[src/rtl/svc_rv_dmem_bridge_pkg.sv]
// Shared types and constants for the svc_rv dmem-to-bus bridge.
// Latency: n/a (declarations only).
// Backpressure: n/a.
package svc_rv_dmem_bridge_pkg;

  // Bridge access sequencer states
  typedef enum logic [1:0] {
    IDLE     = 2'd0,
    REQ      = 2'd1,
    WAIT_RSP = 2'd2
  } state_t;

  // Load data handed back to the core when a read response never arrives
  localparam logic [31:0] DEFAULT_TIMEOUT_DATA = 32'hDEAD_BEEF;

endpackage

[src/rtl/svc_rv_dmem_bridge.sv]
// Bridges the core dmem port to a single-outstanding valid/ready bus.
// Latency: store 2 cycles best case; load 3 cycles to stall release, data 1 cycle after.
// Backpressure: dmem_stall holds the core until the bus accepts a store or a load completes.
module svc_rv_dmem_bridge
  import svc_rv_dmem_bridge_pkg::*;
#(
  parameter int          AW           = 32,
  parameter int          TIMEOUT      = 64,
  parameter logic [31:0] TIMEOUT_DATA = DEFAULT_TIMEOUT_DATA
) (
  input  logic          clk,
  input  logic          rst,

  input  logic          dmem_ren,
  input  logic [AW-1:0] dmem_raddr,
  output logic [31:0]   dmem_rdata,
  input  logic          dmem_we,
  input  logic [AW-1:0] dmem_waddr,
  input  logic [31:0]   dmem_wdata,
  input  logic [3:0]    dmem_wstrb,
  output logic          dmem_stall,

  output logic          m_req_valid,
  input  logic          m_req_ready,
  output logic          m_req_we,
  output logic [AW-1:0] m_req_addr,
  output logic [31:0]   m_req_wdata,
  output logic [3:0]    m_req_wstrb,
  input  logic          m_rsp_valid,
  input  logic [31:0]   m_rsp_rdata,

  output logic          err_timeout,
  output logic          err_unexpected
);

  // A zero TIMEOUT disables the watchdog; keep a 1-bit counter so widths stay legal.
  localparam int            CW       = (TIMEOUT > 0) ? $clog2(TIMEOUT + 1) : 1;
  localparam logic [CW-1:0] CNT_LAST = (TIMEOUT > 0) ? CW'(TIMEOUT - 1) : '0;
  localparam bit            TMO_EN   = (TIMEOUT > 0);

  state_t        state;
  state_t        state_nxt;
  logic [CW-1:0] cnt;

  logic core_req;
  logic wr_hs;
  logic rd_hs;
  logic rsp_take;
  logic tmo_hit;

  assign core_req = dmem_we | dmem_ren;
  assign wr_hs    = (state == REQ) & m_req_ready & m_req_we;
  assign rd_hs    = (state == REQ) & m_req_ready & ~m_req_we;
  // A response arriving alongside the read handshake is not for this access yet.
  assign rsp_take = (state == WAIT_RSP) & m_rsp_valid;
  // Response on the final watchdog cycle wins over the timeout.
  assign tmo_hit  = TMO_EN & (state == WAIT_RSP) & ~m_rsp_valid & (cnt == CNT_LAST);

  // State register
  always_ff @(posedge clk or posedge rst) begin
    if (rst) begin
      state <= IDLE;
    end else begin
      state <= state_nxt;
    end
  end

  // Next-state and pipeline hold; stall drops exactly on the completing cycle
  always_comb begin
    state_nxt  = state;
    dmem_stall = 1'b0;
    case (state)
      IDLE: begin
        if (core_req) begin
          dmem_stall = 1'b1;
          state_nxt  = REQ;
        end
      end
      REQ: begin
        dmem_stall = ~wr_hs;
        if (wr_hs) begin
          state_nxt = IDLE;
        end else if (rd_hs) begin
          state_nxt = WAIT_RSP;
        end
      end
      WAIT_RSP: begin
        if (rsp_take || tmo_hit) begin
          state_nxt = IDLE;
        end else begin
          dmem_stall = 1'b1;
        end
      end
      default: begin
        state_nxt = IDLE;
      end
    endcase
  end

  // Capture the core request (store wins) and hold it on the bus until accepted
  always_ff @(posedge clk or posedge rst) begin
    if (rst) begin
      m_req_valid <= 1'b0;
      m_req_we    <= 1'b0;
      m_req_addr  <= '0;
      m_req_wdata <= '0;
      m_req_wstrb <= '0;
    end else if (state == IDLE && core_req) begin
      m_req_valid <= 1'b1;
      m_req_we    <= dmem_we;
      m_req_addr  <= dmem_we ? dmem_waddr : dmem_raddr;
      m_req_wdata <= dmem_we ? dmem_wdata : 32'h0;
      m_req_wstrb <= dmem_we ? dmem_wstrb : 4'b0000;
    end else if (state == REQ && m_req_ready) begin
      m_req_valid <= 1'b0;
    end
  end

  // Watchdog counter, restarted on every entry to WAIT_RSP so it never wraps
  always_ff @(posedge clk or posedge rst) begin
    if (rst) begin
      cnt <= '0;
    end else if (rd_hs) begin
      cnt <= '0;
    end else if (state == WAIT_RSP) begin
      cnt <= cnt + CW'(1);
    end
  end

  // Load data register and sticky error flags
  always_ff @(posedge clk or posedge rst) begin
    if (rst) begin
      dmem_rdata     <= 32'h0;
      err_timeout    <= 1'b0;
      err_unexpected <= 1'b0;
    end else begin
      if (rsp_take) begin
        dmem_rdata <= m_rsp_rdata;
      end else if (tmo_hit) begin
        dmem_rdata  <= TIMEOUT_DATA;
        err_timeout <= 1'b1;
      end
      if (m_rsp_valid && state != WAIT_RSP) begin
        err_unexpected <= 1'b1;
      end
    end
  end

endmodule

[config.mk]
export PLATFORM = sky130hd
export DESIGN_NAME = svc_rv_dmem_bridge
export DESIGN_NICKNAME = d
export VERILOG_FILES = /design/src/rtl/svc_rv_dmem_bridge_pkg.sv /design/src/rtl/svc_rv_dmem_bridge.sv
export SDC_FILE = /design/constraint.sdc
export NUM_CORES = 1
export LEC_CHECK = 0
export CORE_ASPECT_RATIO = 0.7
export CORE_MARGIN = 5
export CORE_UTILIZATION = 36
export CTS_CLUSTER_DIAMETER = 120
export DETAILED_ROUTE_END_ITERATION = 8
export PLACE_DENSITY = 0.75
export SLEW_MARGIN = 20
export SYNTH_ARGS = -nofsm -noshare
export SYNTH_HDL_FRONTEND = slang
export SYNTH_SLANG_ARGS = --single-unit
[constraint.sdc]
create_clock -name clk -period 3.4 [get_ports clk]
set_input_delay 0.34 -clock clk [delete_from_list [all_inputs] [get_ports clk]]
set_output_delay 0.34 -clock clk [all_outputs]
set_load 0.01 [all_outputs]
==> impl_summary.md, run 1 <==
Outcome
The flow ran to the end, and the final reports show no timing, DRC or antenna violations.

Worst setup path
The signal on the critical path passes through ha_1 > nand3b_1 > nor3_1 > o32ai_1 > clkdlybuf4s50_1. The data arrival time of the worst path is 2280 ps. The worst setup path is captured at an output pin.

The cell type group with the largest total delay on the critical path is buffers and inverters. The critical path data required time is ~3100 ps. The slowest stage of the critical path is the sky130_fd_sc_hd__clkdlybuf4s50_1 cell. Along the worst path, the maximum fanout reaches 8. The category of the most critical setup path is flop to output pin. The number of buffer and inverter stages on the critical path is 1. Setup slack on the worst reg-to-reg path comes out at 1500 ps.

The critical path startpoint category is a flop. The maximum cell stage delay along the critical path is approximately 600 ps.

Clock network
The H-tree depth reported by CTS is 4. Hold repair after CTS inserted 0 buffers. The number of cells upsized or downsized after cts is 0. The clock latency at the later pin of the worst-skew pair is roughly 400 ps.

The post-CTS setup-driven buffer insertion count is 0. The clock net in this run drives a total of 113 sinks. The clock tree root buffer cell is sky130_fd_sc_hd__clkbuf_16. No sink is reached through more buffers than the 2 on the longest clock path. The clock input transition at the sequential cells of the worst setup and hold paths is 50 ps. Counting the buffers created by CTS gives 17. TritonCTS built the clock tree.

Die
The floorplan step defined a die boundary enclosing about 16000 µm². After floorplanning, the core was divided into 35 placement rows. The x dimension of the die is 149 µm.

The I/O pin count is approximately 240. The initial utilization of the core area, before any placement, comes to 36.9%. The core region is 13200 µm². In this run the vertical extent of the chip is 107 µm.

Min path
In this run the worst hold path is classified as input port to asynchronous set/reset pin.

Synthesis
The share of async-settable or async-resettable flops after synthesis is 100%. The number of warning messages in the yosys log is 0. The area share of the largest cell type after synthesis is 58.2%. The commonest cells after synthesis are 113 x sky130_fd_sc_hd__dfrtp_1, 66 x sky130_fd_sc_hd__nand2_1, 64 x sky130_fd_sc_hd__mux2_2. Of the post-synthesis cell area, the part taken by muxes is 15.0%.

The adder and majority gate portion of the synthesized area is 0.258%. The post-synth net total is 524. In the synthesized netlist, the number of instances is 385. The synthesized design contains 113 register bits. Summing the sequential cell areas from Yosys gives 58.2% of the chip area. sky130_fd_sc_hd__dfrtp_1 takes more of the synthesized area than any other cell. In this run, distinct cell masters in the synthesized netlist total 37. The largest family of logic cells by synthesized area is multiplexers.

The synthesized netlist devotes 13.2% of its cell area to simple gates. Of the total synthesized cell area, the portion taken by XOR and XNOR cells is 0.180%. The post-synth design cell area is 4860 µm².

Dividing the synthesized area by the synthesized cell count gives 12.6 µm². The synthesized design contains 0 enable-type register cells. Summing the areas of all compound-gate instances in the mapped netlist gives between 9 and 10% of the synthesized area.

Sorting the synthesized cells by area gives the leading types as sky130_fd_sc_hd__dfrtp_1 58%, sky130_fd_sc_hd__mux2_2 15%, sky130_fd_sc_hd__a22o_1 6.5%, sky130_fd_sc_hd__nand2_1 5.1%, sky130_fd_sc_hd__nand3_2 4.1%. The most instantiated flip-flop cell in the synthesis netlist is sky130_fd_sc_hd__dfrtp_1. The most common cell in the netlist is sky130_fd_sc_hd__dfrtp_1.

Timing
The time the final worst path needs with I/O delays and setup is 2620 ps. The total count of hold-check failures in the final report came to 0. Setup repair after global routing left no endpoint under its margin. Setup total negative slack on the finished layout was measured at 0 ps. The count of pins over their slew limit came to 0. Dividing the final minimum period by the clock period gives 77.0%. For this run, the top clock speed supported by timing is 0.382 GHz. Clock skew on the completed layout was measured at 8.42 ps. The worst max-slew margin expressed relative to the limit is a little under half. For the pin with the worst max-slew slack, the measured transition is 792 ps.

Setup violations remaining at the end of the flow were counted as 0. Setup slack on the critical path of the routed design comes to 782 ps.

Run
Across the run, the number of max-cap violations was 0.

Placed design
In this run the tool buffered the top-level ports with about 240 buffer cells. At the placement stage, the worst setup path has a slack of 936 ps. Routability-driven placement finished with a final weighted congestion of 0.773. The placement-stage cell area is 7440 µm². The detailed placer's ending HPWL is roughly 11 mm.

Power and ir drop
The static leakage is approximately 0.0035 µW. VDD sags by at most between 0.4 and 0.5 mV. The overall power after layout is slightly below 7000 µW. The power density normalized to cell area is 862 nW/µm².

Finish
The signed area change from the synthesized netlist to the final layout is 65.3%. The total inserted antenna cells is 0. The finished layout cell area is 8030 µm². In the final design database the tool counted 766 nets. Cells with a size suffix above 1 make up between 20% and 30% of the layout.

Route
The number of remaining DRC errors is 0. The detailed-routing iteration count for the pre-antenna-repair pass is 6. The DRC marker count from the first detailed-route iteration is 147. The via count of the routed design is 3993. In the final routed layout, each cell accounts on average for 17.7 µm. In the routed layout, each cell is associated on average with a via count of 4.85. For this block, the routed nets add up to 14.6 mm of wire.

The count of nets left with antenna violations once routing finished came out at 0.

GRT
The initial antenna violation count is 2. The remaining global-route overflow is 0. The first global-routing pass estimated 22.7 mm of wire.

The number of global-route vias before repair is around 4200. The total global routing track utilization is 18.3%. The largest net degree at the start of global routing is 88.
[cell type report]
type,instances,area [µm²]
fill,1048,5150
sequential,113,2830
timing repair buffer,250,2490
multi-input combinational,242,1870
clock buffer,21,480
tap,185,231
clock inverter,10,109
inverter,3,16.3
[through the flow]
stage / util, % / cells / hold slack (ps)
after floorplan: - / 385 / 426
after CTS: 60.9 / 824 / 465
after global routing: 60.9 / 824 / 475
after global placement: 56.4 / 793 / 443
after detailed placement: 56.4 / 793 / 449
final: 60.9 / 824 / 458
[worst reg2reg max path: cells and delay by family (launching register included)]
| family | cells | cell delay [ps] |
|---|---|---|
| AND/OR/NAND/NOR | 3 | 1360 |
| flip-flops | 1 | 480 |
[layout by cell type, fill, tap and decap left out, types with 6 or more instances in the layout]
cell type | netlist | layout
sky130_fd_sc_hd__nand3_1 | 6 | 6
sky130_fd_sc_hd__nand3_2 | 20 | 20
sky130_fd_sc_hd__buf_4 | 0 | 7
sky130_fd_sc_hd__dfrtp_1 | 113 | 113
sky130_fd_sc_hd__clkbuf_16 | 0 | 17
sky130_fd_sc_hd__a21oi_1 | 10 | 10
sky130_fd_sc_hd__mux2_2 | 64 | 64
sky130_fd_sc_hd__a22o_1 | 36 | 36
sky130_fd_sc_hd__nand2_1 | 66 | 66
sky130_fd_sc_hd__clkdlybuf4s50_1 | 0 | 242
[power by group]
part	internal [µW]	switching, µW	leakage [µW]	total [µW]
Clock	1150	600	0.000290	1750
Sequential	1950	353	0.00139	2300
Combinational	1720	1160	0.00182	2880
Total	4810	2110	0.00350	6920
[cells by family (layout without fill, tap and decap cells)]
logic type,count (synthesis),in the layout
AOI/OAI and AO/OA,61,61
DFF,113,113
and+or+nand+nor,114,114
adders and majority gates,1,1
muxes,65,65
buffers and inverters,30,284
xor gates and xnor gates,1,1
[flip-flops by register name, summed over array words and instances, names as in the netlist]
signal / count
m_req_we: 1
m_req_valid: 1
err_unexpected: 1
m_req_addr: 32
state: 2
m_req_wstrb: 4
err_timeout: 1
cnt: 7
m_req_wdata: 32
dmem_rdata: 32
[path summary, 6_finish.rpt]
path / from / to / cells past startpoint
setup / recovery: cnt[0] / dmem_stall / 5
hold / removal: rst / dmem_rdata[0] / 2
setup reg to reg: state[0] / err_timeout / 3
hold reg to reg: err_timeout / err_timeout / 1
max in group asynchronous: rst / m_req_wstrb[3] / 3
min in group clk: err_timeout / err_timeout / 1
[routing by layer]
metal / up-vias / routed length (µm) / track usage, %
li1: 1861 / - / -
met1: 1968 / 6010 / 22.7
met2: 138 / 7260 / 29.8
met3: 22 / 1040 / 5.87
met4: 4 / 259 / 7.05
met5: - / 28 / 0
No activity file was read; power rests on OpenSTA's default activity.
==> run 2, diff against run 1 <==
Clock period 3.4 ns to 2.35 ns, I/O delays scaled along.
==> impl_summary.md, run 2 (synthesis gave the netlist of run 1 again) <==
Worst setup path
The maximum fanout along the worst path came to 11 (+3). The critical path is of the flop to output pin type. Walking the worst path, the cells encountered are nand3b_1 > nor3_1 > o32ai_1 > dlymetal6s2s_1. The maximum cell stage delay along the critical path was 550 ps (-50 ps).

The critical path endpoint category is an output pin. The data arrival time of the worst path is 1650 ps (-630 ps). The critical path startpoint category is a flop. The cell with the largest stage delay on the worst path is sky130_fd_sc_hd__dfrtp_1. The critical path data required time is 2120 ps (-940 ps).

Route
The final routed wirelength across all metal layers is 14.4 mm (-1.1%). The routed length per placed instance was 17.4 µm (-1.6%). The detailed-routing iteration count for the pre-antenna-repair pass was 4 (-2). The DRC marker count from the first detailed-route iteration is 184 (+25%).

The via count of the routed design is 3999 (+0.15%). The number of remaining DRC errors is 0 (unchanged). The post-detailed-route via-to-cell ratio is 4.83 (-0.33%). The post-detailed-route count of antenna-violating nets came to 0 (unchanged).

Clock network
The clock input transition at the sequential cells of the worst setup and hold paths was 50 ps (about the same). The TritonCTS clock tree is yes. The buffer depth of the longest clock path is 2 (unchanged).

The clock latency at the later pin of the worst-skew pair is 400 ps (about the same). The number of sinks driven by the clock tree is 113 (unchanged). The clock tree root buffer cell is sky130_fd_sc_hd__clkbuf_16. The CTS buffer count is 17 (unchanged). The H-tree depth reported by CTS is 4 (unchanged).

The post-CTS setup-driven buffer insertion count was 0 (unchanged).

Die
The effective utilization at floorplan came to 36.9% (unchanged). The area of the die is 16000 µm² (unchanged). The chip height is 107 µm (unchanged). The I/O pin count is 243 (unchanged). The count of standard-cell rows is 35 (unchanged). The floorplan core area was 13200 µm² (unchanged).

The x dimension of the die is 149 µm (unchanged).

Finish
The count of filler cells inserted in the layout is 1047 (-0.095%). The non-filler instance count after layout is 828 (+0.49%). The layout cell share with drive strength beyond 1 was 20.5% (+0.34 points). The post-layout net count was 769 (+0.39%). The finished layout cell area is 8070 µm² (+0.48%). Compared with the post-synthesis result, the final layout area differs by 66.1%. The most common cell after layout, fill and taps aside is sky130_fd_sc_hd__clkdlybuf4s50_1. The largest registers in the layout are dmem_rdata x32, m_req_addr x32, m_req_wdata x32. The total inserted antenna cells is 0 (unchanged). The library cells used most frequently in the layout, excluding fill and tap cells, are 241 x sky130_fd_sc_hd__clkdlybuf4s50_1, 112 x sky130_fd_sc_hd__dfrtp_1, 66 x sky130_fd_sc_hd__nand2_1, 64 x sky130_fd_sc_hd__mux2_2, 36 x sky130_fd_sc_hd__a22o_1. The final design utilization was 61.2% (+0.29 points).

Power and ir drop
The overall power after layout was 10100 µW (+45%). The power density normalized to cell area is 1250 nW/µm² (+45%). The peak supply drop came to 0.626 mV (+37%). The static leakage was 0.00351 µW (+0.40%).

Placed design
The number of placed cells counting well taps is 796 (+0.38%). The detailed placer's ending HPWL is 10.7 mm (-3.0%). The placement-stage cell area is 7480 µm² (+0.49%). The count of port buffers added during placement was 242 (unchanged). The final weighted congestion in routability-driven placement is 0.754 (-2.4%).

Outcome
The flow ran to the end, and the final reports show no timing, DRC or antenna violations.

GRT
The global routing's busiest layer is met2. The met3 demand-to-capacity share in global routing was 5.83% (-0.042 points). The first-pass GRT wire length was 22.7 mm (-0.27%). The met2 track demand over resource in global routing is 29.4% (-0.36 points).

The total global routing track utilization is 18.0% (-0.31 points). The number of global-route vias before repair is 4157 (-0.14%). The fraction of met1 tracks used by global routing is 22.4% (-0.37 points). The largest net degree at the start of global routing is 67 (-24%). The remaining global-route overflow is 0 (unchanged). The initial antenna violation count is 0 (-2).

Timing
The actual transition at the worst max-transition pin is 710 ps (-82.1 ps). The aggregate negative setup slack came to 0 ps (unchanged). The total of endpoints with negative setup slack in the final report is 0 (unchanged). Of the available clock period, the critical path in the final layout requires between 80% and 90%.

The count of pins over their slew limit was 0 (unchanged). The clock skew is 8.11 ps (-0.315 ps). The time the final worst path needs with I/O delays and setup is ~1900 ps.

Setup repair after global routing left no endpoint under its margin. The worst max-slew margin expressed relative to the limit was 52.2% (+5.1 points). The total count of hold-check failures in the final report is 0 (unchanged). The maximum frequency from static timing analysis is 0.531 GHz.

Min path
The tightest min-delay check is of the input port to asynchronous set/reset pin type.

Run
The max capacitance violation total is 0 (unchanged).
==> run 2: cell types whose count changed in the layout (fill, tap and decap cells not counted) <==
cell                              change
sky130_fd_sc_hd__nand2b_1             -1
sky130_fd_sc_hd__clkdlybuf4s50_1      -1
sky130_fd_sc_hd__dfrtp_1              -1
sky130_fd_sc_hd__buf_4                +2
sky130_fd_sc_hd__clkbuf_8             -3
sky130_fd_sc_hd__bufinv_16            +1
sky130_fd_sc_hd__buf_12               +1
sky130_fd_sc_hd__dfrtp_2              +1
sky130_fd_sc_hd__nand2b_2             +1
sky130_fd_sc_hd__inv_6                -1
sky130_fd_sc_hd__dlymetal6s2s_1       +1
sky130_fd_sc_hd__clkbuf_1             +3
sky130_fd_sc_hd__clkinv_4             -1
sky130_fd_sc_hd__clkinvlp_4           +2
==> run 2: metal layers <==
layer,routed length [µm],share of wire (%),vias to the layer above
li1,-,-,1858
met5,0,0,-
met3,1230,8.5,19
met4,282,2.0,0
met2,7100,49,156
met1,5820,40,1966
==> run 2: cell type report <==
class	instances	area, µm²	share of cell area, %
multi-input combinational	242	1880	23.2
clock inverter	11	138	1.71
tap	185	231	2.87
timing repair buffer	253	2530	31.4
inverter	3	15.0	0.186
clock buffer	21	450	5.58
sequential	113	2830	35.0
==> run 2: per-stage QoR <==
stage               setup WS [ps]  hold slack (ps)
finish                        466              317
global route                  342              352
CTS                          19.5              322
detailed placement            268              447
global placement              243              444
floorplan                     744              321
==> run 2: path summary, 6_finish.rpt <==
path	from	end	slack [ps]	cells past startpoint
min in group clk	m_rsp_rdata[24]	dmem_rdata[24]	390	3
hold reg to reg	err_unexpected	err_unexpected	460	1
setup reg to reg	state[1]	err_timeout	560	4
hold / removal	rst	dmem_rdata[15]	320	3
max in group asynchronous	rst	state[0]	1470	3
setup / recovery	state[1]	dmem_stall	470	4
==> run 2: power by group <==
part / leakage, µW / switching, µW / internal (µW)
Combinational: 0.00184 / 1680 / 2510
Sequential: 0.00139 / 516 / 2820
Clock: 0.000283 / 855 / 1680
Total: 0.00351 / 3050 / 7010
==> run 2: critical path: cells and delay by family, from the launching register on <==
family / cells / cell delay (ps)
buffers and inverters: 1 / 190
AO/OA/AOI/OAI: 1 / 120
AND/OR/NAND/NOR: 2 / 400
flip-flops: 1 / 550
==> run 2: repair_timing <==
action                                  in CTS  in global routing
hold buffers                                 0                  0
resized for setup                            1                  2
endpoints found under the setup margin       1                  1
